## config.mk

```make
export PLATFORM = sky130hd
export DESIGN_NAME = gpu_fill_engine
export DESIGN_NICKNAME = d
export VERILOG_FILES = /design/src/rtl/gpu_fill_engine.sv
export SDC_FILE = /design/constraint.sdc
export NUM_CORES = 1
export LEC_CHECK = 0
export CAP_MARGIN = 40
export CORE_MARGIN = 4
export CORE_UTILIZATION = 45
export CTS_BUF_LIST = sky130_fd_sc_hd__clkbuf_16
export DETAILED_ROUTE_END_ITERATION = 16
export GPL_ROUTABILITY_DRIVEN = 1
export GPL_TIMING_DRIVEN = 1
export PLACE_DENSITY = 0.73
export SKIP_CTS_REPAIR_TIMING = 1
export SYNTH_ARGS = -nofsm -noshare
export SYNTH_HDL_FRONTEND = slang
export SYNTH_SLANG_ARGS = --single-unit
export TNS_END_PERCENT = 30
```

## constraint.sdc

```tcl
create_clock -name i_clk -period 2.3 [get_ports i_clk]
set_input_delay 0.23 -clock i_clk [delete_from_list [all_inputs] [get_ports i_clk]]
set_output_delay 0.23 -clock i_clk [all_outputs]
set_load 0.005 [all_outputs]
```

## src/rtl/gpu_fill_engine.sv

```systemverilog
// Rectangle-fill engine for the GP0 "Fill VRAM" command: walks the rectangle
// row by row and issues one 16-pixel block write per VRAM-arbiter handshake.
module gpu_fill_engine (
  input  logic        i_clk,
  input  logic        i_rst,
  input  logic        i_activateFill,
  input  logic [9:0]  i_fillX,
  input  logic [8:0]  i_fillY,
  input  logic [9:0]  i_fillW,
  input  logic [8:0]  i_fillH,
  input  logic [15:0] i_color,
  output logic        o_busy,
  output logic        o_inactiveNextCycle,
  output logic        o_writeReq,
  input  logic        i_writeAck,
  output logic [5:0]  o_writeBlockX,
  output logic [8:0]  o_writeY,
  output logic [15:0] o_writeColor
);

  typedef enum logic [1:0] {IDLE, LOAD, WRITE} state_t;

  state_t      r_state, w_nextState;
  logic [5:0]  r_startBlk, r_curBlk;
  logic [6:0]  r_blkCount, r_blkLeft;
  logic [8:0]  r_lineCount, r_lineLeft, r_fillY, r_curY;
  logic [15:0] r_color;
  logic [10:0] w_wRounded;
  logic        w_empty, w_lastBlk, w_lastLine;
  logic        w_unusedLowBits;

  // Width rounded up to whole 16-pixel blocks; a 1023-pixel width yields 64.
  assign w_wRounded      = {1'b0, i_fillW} + 11'd15;
  assign w_unusedLowBits = ^{i_fillX[3:0], w_wRounded[3:0]};
  assign w_empty         = (r_blkCount == 7'd0) || (r_lineCount == 9'd0);
  assign w_lastBlk       = (r_blkLeft <= 7'd1);
  assign w_lastLine      = (r_lineLeft <= 9'd1);

  always_ff @(posedge i_clk) begin
    if (i_rst) r_state <= IDLE;
    else       r_state <= w_nextState;
  end

  always_comb begin
    w_nextState = r_state;
    case (r_state)
      IDLE:    if (i_activateFill) w_nextState = LOAD;
      LOAD:    w_nextState = w_empty ? IDLE : WRITE;
      WRITE:   if (i_writeAck && w_lastBlk && w_lastLine) w_nextState = IDLE;
      default: w_nextState = IDLE;
    endcase
  end

  always_comb begin
    o_busy              = (r_state != IDLE);
    o_writeReq          = (r_state == WRITE);
    o_inactiveNextCycle = 1'b0;
    case (r_state)
      LOAD:    o_inactiveNextCycle = w_empty;
      WRITE:   o_inactiveNextCycle = i_writeAck && w_lastBlk && w_lastLine;
      default: o_inactiveNextCycle = 1'b0;
    endcase
  end

  // Block and line coordinates wrap naturally at 64 and 512; nothing is clipped.
  always_ff @(posedge i_clk) begin
    if (i_rst) begin
      r_startBlk  <= '0;
      r_blkCount  <= '0;
      r_lineCount <= '0;
      r_fillY     <= '0;
      r_color     <= '0;
      r_curBlk    <= '0;
      r_curY      <= '0;
      r_blkLeft   <= '0;
      r_lineLeft  <= '0;
    end else begin
      case (r_state)
        IDLE: begin
          if (i_activateFill) begin
            r_startBlk  <= i_fillX[9:4];
            r_blkCount  <= w_wRounded[10:4];
            r_lineCount <= i_fillH;
            r_fillY     <= i_fillY;
            r_color     <= i_color;
          end
        end
        LOAD: begin
          r_curBlk   <= r_startBlk;
          r_curY     <= r_fillY;
          r_blkLeft  <= r_blkCount;
          r_lineLeft <= r_lineCount;
        end
        WRITE: begin
          if (i_writeAck) begin
            if (!w_lastBlk) begin
              r_curBlk  <= r_curBlk + 6'd1;
              r_blkLeft <= r_blkLeft - 7'd1;
            end else if (!w_lastLine) begin
              r_curBlk   <= r_startBlk;
              r_blkLeft  <= r_blkCount;
              r_curY     <= r_curY + 9'd1;
              r_lineLeft <= r_lineLeft - 9'd1;
            end
          end
        end
        default: ;
      endcase
    end
  end

  assign o_writeBlockX = r_curBlk;
  assign o_writeY      = r_curY;
  assign o_writeColor  = r_color;

endmodule

```

==> metrics.yaml, run 1 <==
clock_tree:
  clk_latency_ns: 0.33
  root_buffer: "clkbuf_16"
  clk_pin_slew_worst_paths_ns: 0.07
  cts_tree: "yes"
  numCtsBuffers: 9
  max-clock-path-buffers: 2
  clock-sinks: 80
  htreeDepth: 3
setup_path:
  cp_slowest_stage_delay_ns: 0.53
  endpoint_kind: "output port"
  worstSetupPathType: "reg2out"
  slowest_stage: "or4_1"
  path_cells: "or4_1, o41ai_1, a22oi_1, nor2b_1, clkbuf_2"
  cp_data_required_time_ns: 2.07
  r2r_slack_ns: 0.21
  critPathArrivalTime_ns: 1.95
  startpoint_type: "flop"
  crit_fanout: 3
sta:
  fmax_mhz: 459
  worst_slack_ns: 0.119
  rsz0062_at_grt: "false"
  final.period_utilization: 0.948
  tightest_slew_ns: 0.722
  clock_skew_ns: 0.00723
  slew_headroom: 0.519
  hold_viol_final: 0
  setup_viol: 0
  slew_violations: 0
  fin_crit_ns: 2.18
floorplanning:
  die-area_mm2: 0.0103
  fp.dieW_um: 102
  start_util: 0.470
  ios: 92
  row_count: 33
  die_y_um: 102
  coreArea_mm2: 0.00838
placed_design:
  dp_cells: 698
  io_buffers: 87
  gp_congestion: 0.857
  place_ws_ns: 0.0229
  dp_hpwl_um: 7450
  dpl_cell_area_mm2: 0.00503
run_status:
  status: "complete, no violations"
layout:
  drive_gt1_frac: 0.103
  antenna_cells: 0
  layout.nets: 671
  fin_util: 0.637
  design_area_mm2: 0.00534
  stdcell_count: 714
  fill_cells: 714
  area_growth_pct: 35.6
route:
  top_layer: "met4"
  drt-pass1-iter-count: 5
  wirelength_um: 10600
  routedWlPerCell_um: 14.8
  wl_met3_um: 1010
  m1WireLength_um: 4590
  route.met2.wl_um: 4860
  dr.first_iter.drc_count: 244
  via_per_inst: 5.65
  drc_errors: 0
  vias: 4032
  antenna_left: 0
synthesis:
  synth_area_mm2: 0.00394
  synth_edf_count: 0
  synth_fp_nets: 577
  yosys.cell_types.count: 58
  async_flop_share: 0
  postSynthCellCount: 510
  synth_seq_area_share: 0.407
  yosys_warnings: 0
  ys.flop_type: "dfxtp_1"
  synth_area_per_cell_um2: 7.72
  synth-seq-cells: 80
power_and_ir_drop:
  ir_drop_mv: 0.568
  fin_total_pwr_uw: 3890
  p_leak_uw: 0.00191
  powerDensity_mw_per_mm2: 729
global_route:
  antenna_found_initial: 0
  grt_overflow: 0
  track_usage: 0.204
  grt_pass1_vias: 3770
  grt_max_degree: 41
  grt_pass1_wl_um: 17100
flow_run:
  max_cap_viol_count: 0
hold_path:
  hold_path_class: "in2reg"
[per-layer routing]
| metal | vias to the layer above | track usage |
|---|---|---|
| met5 | - | 0 |
| met4 | 0 | 0.0603 |
| met3 | 16 | 0.0696 |
| met2 | 146 | 0.326 |
| met1 | 1873 | 0.260 |
| li1 | 1997 | - |
[final cells by class]
class | count | area [um2] | share of cell area
Inverter | 12 | 45.0 | 0.00843
Multi-Input combinational cell | 386 | 2180 | 0.407
Clock inverter | 7 | 78.8 | 0.0148
Clock buffer | 9 | 225 | 0.0422
Sequential cell | 80 | 1600 | 0.300
Tap cell | 105 | 131 | 0.0246
Timing Repair Buffer | 115 | 1080 | 0.203
[stage by stage]
step / TNS [ns] / hold WS [ns]
after floorplan: 0 / 0.366
after global placement: 0 / 0.441
after detailed placement: 0 / 0.448
after CTS: -0.352 / 0.431
after global routing: 0 / 0.432
final: 0 / 0.436
[Yosys cell counts, types with 4 or more instances]
library cell / instances / area (um2)
a211oi_1: 6 / 45.0
a21oi_1: 79 / 395
and2_1: 6 / 37.5
clkbuf_1: 25 / 93.8
dfxtp_1: 80 / 1600
ha_1: 9 / 113
inv_1: 12 / 45.0
nand2_1: 102 / 383
nand2b_1: 11 / 68.8
nand3_1: 11 / 55.1
nor2_1: 33 / 124
nor3_1: 15 / 75.1
nor3b_1: 4 / 30.0
nor4_1: 5 / 31.3
o21ai_0: 10 / 50.1
o21ai_1: 16 / 80.1
o32ai_1: 8 / 70.1
or4_1: 5 / 37.5
[power breakdown]
group | internal [uW] | total [uW] | switching [uW]
sequential | 1490 | 1560 | 76.1
clock | 852 | 1450 | 602
combinational | 420 | 876 | 456
[flip-flops by register name, indices dropped and copies added, names as in the netlist]
name and count:
o_writeBlockX 6, o_writeColor 16, o_writeY 9, r_blkCount 7, r_blkLeft 7, r_fillY 9, r_lineCount 9, r_lineLeft 9
r_startBlk 6, r_state 2
[final timing paths]
| check | startpoint | to | cells past startpoint |
|---|---|---|---|
| max | r_blkCount[3] | o_inactiveNextCycle | 5 |
| min | i_color[2] | o_writeColor[2] | 3 |
| max reg2reg | r_blkLeft[2] | r_lineLeft[1] | 6 |
| min reg2reg | o_writeColor[15] | o_writeColor[15] | 2 |
[worst max-delay path, delay by kind of cell (launching register included)]
family | cells | cell delay [ns]
simple gates | 2 | 0.66
compound gates | 2 | 0.51
flops | 1 | 0.32
buf+inv | 1 | 0.14
[logic make-up after synthesis]
| group | count (synthesis) | share of synthesized area |
|---|---|---|
| simple gates | 213 | 0.253 |
| mux | 4 | 0.0105 |
| fa+ha+maj | 9 | 0.0286 |
| flops | 80 | 0.407 |
| buf+inv | 44 | 0.0467 |
| compound gates | 155 | 0.244 |
| xor+xnor | 5 | 0.0111 |
[cells in the final DEF, fill, tap and decap left out, drive strengths merged, types with 5 or more instances in the layout]
cell type and instances:
a211oi 6, a21oi 81, and2 6, buf 29, clkbuf 10, clkdlybuf4s50 85, dfxtp 80, ha 9
inv 15, nand2 102, nand2b 11, nand3 11, nor2 33, nor3 16, nor4 6, o21ai 26
o32ai 10, or4 5
No activity file was read; power rests on OpenSTA's default activity.
==> run 2: changes to the inputs <==
--- a/config.mk
+++ b/config.mk
@@ -6,13 +6,13 @@
 export NUM_CORES = 1
 export LEC_CHECK = 0
 export CAP_MARGIN = 40
+export CORE_ASPECT_RATIO = 0.5
 export CORE_MARGIN = 4
-export CORE_UTILIZATION = 45
+export CORE_UTILIZATION = 35
 export CTS_BUF_LIST = sky130_fd_sc_hd__clkbuf_16
 export DETAILED_ROUTE_END_ITERATION = 16
 export GPL_ROUTABILITY_DRIVEN = 1
 export GPL_TIMING_DRIVEN = 1
-export PLACE_DENSITY = 0.73
 export SKIP_CTS_REPAIR_TIMING = 1
 export SYNTH_ARGS = -nofsm -noshare
 export SYNTH_HDL_FRONTEND = slang
==> metrics.yaml, run 2 (synthesis results as in run 1) <==
layout:
  antenna_cells: 0  # unchanged
  multiInputGateArea_mm2: 0.00218  # about the same
  largest_reg_flops: 16  # unchanged
  fin_util: 0.497  # was 0.637
  drive_gt1_frac: 0.114  # was 0.103
  final_cell_mix: "nand2_1 (102), clkdlybuf4s50_1 (85), dfxtp_1 (80), a21oi_1 (79)"  # was nand2_1 (102), clkdlybuf4s50_1 (85), dfxtp_1 (80), a21oi_1 (79), nor2_1 (32)
  area_growth_pct: 38.5  # was 35.6%
  fill_cells: 1109  # was 714
  final_common_cell: "nand2_1"  # unchanged
  layout.nets: 678  # was 671
  seq_area_mm2: 0.00160  # unchanged
setup_path:
  reg2reg_depth: 6  # unchanged
  slowest_stage: "or3_4"  # was or4_1
  cp_data_required_time_ns: 2.07  # about the same
  startpoint_type: "flop"  # unchanged
  r2r-end: "r_lineLeft[1]"  # unchanged
  critPathArrivalTime_ns: 1.99  # was 1.95 ns
  endpoint_kind: "output port"  # unchanged
  reg2reg_from: "r_blkLeft[2]"  # unchanged
  cp_slowest_stage_delay_ns: 0.40  # was 0.53 ns
  r2r_slack_ns: 0.18  # was 0.21 ns
  crit_fanout: 2  # was 3
  worstSetupPathType: "reg2out"  # unchanged
  path_cells: "or3_4, nor4_4, buf_4, and4_1, a22oi_2, nor2b_1, buf_2"  # was or4_1, o41ai_1, a22oi_1, nor2b_1, clkbuf_2
floorplanning:
  coreArea_mm2: 0.0110  # was 0.00838 mm2
  ios: 92  # unchanged
  die_y_um: 83.0  # was 102 um
  die-area_mm2: 0.0131  # was 0.0103 mm2
  fp.dieW_um: 158  # was 102 um
  row_count: 27  # was 33
  start_util: 0.359  # was 0.470
placed_design:
  dp_hpwl_um: 7530  # was 7450 um
  gp_congestion: 0.808  # was 0.857
  io_buffers: 87  # unchanged
clock_tree:
  root_buffer: "clkbuf_16"  # unchanged
  numCtsBuffers: 9  # unchanged
  clk_pin_slew_worst_paths_ns: 0.06  # was 0.07 ns
  cts_tree: "yes"  # unchanged
  clk_latency_ns: 0.33  # about the same
  max-clock-path-buffers: 2  # unchanged
  htreeDepth: 3  # unchanged
  clock-sinks: 80  # unchanged
global_route:
  grt_overflow: 0  # unchanged
  grt_max_degree: 93  # was 41
  antenna_found_initial: 0  # unchanged
  track_usage: 0.164  # was 0.204
  grt_pass1_vias: 3619  # was 3770
  grt_pass1_wl_um: 17900  # was 17100 um
sta:
  fmax_mhz: 451  # was 459 MHz
  setup_viol: 0  # unchanged
  tightest_slew_ns: 0.692  # was 0.722 ns
  hold_viol_final: 0  # unchanged
  worst_hold_slack_ns: 0.426  # was 0.436 ns
  clock_skew_ns: 0.00482  # was 0.00723 ns
  final.period_utilization: 0.965  # was 0.948
  slew_violations: 0  # unchanged
  rsz0062_at_grt: "true"  # was false
  fin_crit_ns: 2.22  # was 2.18 ns
  slew_headroom: 0.535  # was 0.519
power_and_ir_drop:
  p_leak_uw: 0.00196  # was 0.00191 uW
  powerDensity_mw_per_mm2: 708  # was 729 mW/mm2
  ir_drop_mv: 0.360  # was 0.568 mV
route:
  dr.first_iter.drc_count: 163  # was 244
  drc_errors: 0  # unchanged
  drt-pass1-iter-count: 4  # was 5
  vias: 3894  # was 4032
  wirelength_um: 10700  # was 10600 um
  via_per_inst: 5.12  # was 5.65
  antenna_left: 0  # unchanged
  routedWlPerCell_um: 14.0  # was 14.8 um
flow_run:
  max_cap_viol_count: 0  # unchanged
run_status:
  status: "complete, no violations"  # unchanged
hold_path:
  hold_depth: 3  # unchanged
  hold_end: "r_fillY[6]"  # was o_writeColor[2]
  min_from: "i_rst"  # was i_color[2]
  hold_path_class: "in2reg"  # unchanged
-- run 2: report_power, final --
| part | leakage [uW] | internal, uW | total (uW) | switching (uW) |
|---|---|---|---|---|
| combinational | 0.00117 | 457 | 920 | 463 |
| clock | 0.000141 | 830 | 1380 | 555 |
| sequential | 0.000654 | 1490 | 1560 | 72.1 |
-- run 2: routing by layer --
layer	up-vias	track usage	wire length, um
met1	1808	0.228	5190
li1	2006	-	-
met3	9	0.0453	488
met5	-	0	0
met2	71	0.257	4900
met4	0	0.0333	84
-- run 2: how the worst max path moves through the flow --
stage	startpoint	end
floorplan	r_state[0]	o_writeBlockX[0]
global placement	r_lineLeft[2]	o_inactiveNextCycle
detailed placement	r_lineLeft[4]	o_inactiveNextCycle
CTS	r_lineLeft[2]	o_inactiveNextCycle
global route	r_lineLeft[3]	o_inactiveNextCycle
finish	r_lineLeft[3]	o_inactiveNextCycle
-- run 2: critical path, delay by kind of cell, from the launching register on --
family          cells  cell delay (ns)
simple gates        4             0.99
compound gates      1             0.06
buf+inv             2             0.29
flops               1             0.31
-- run 2: layout make-up --
type	count	share of cell area
clock buffer	9	0.0413
timing repair buffer	122	0.213
clock inverter	6	0.0112
inverter	12	0.00826
sequential	80	0.294
multi-input combinational	386	0.400
tap	145	0.0333
-- run 2: through the flow --
step,cell area (um2),setup slack (ns),cells,TNS (ns),power (uW)
finish,5460,0.0810,760,0,3860
global route,5460,-0.0402,760,-0.0402,4070
CTS,5430,-0.353,759,-0.353,3890
detailed placement,5150,0.0230,744,0,2500
global placement,5150,0.0361,744,0,2490
floorplan,3940,0.297,510,0,2080
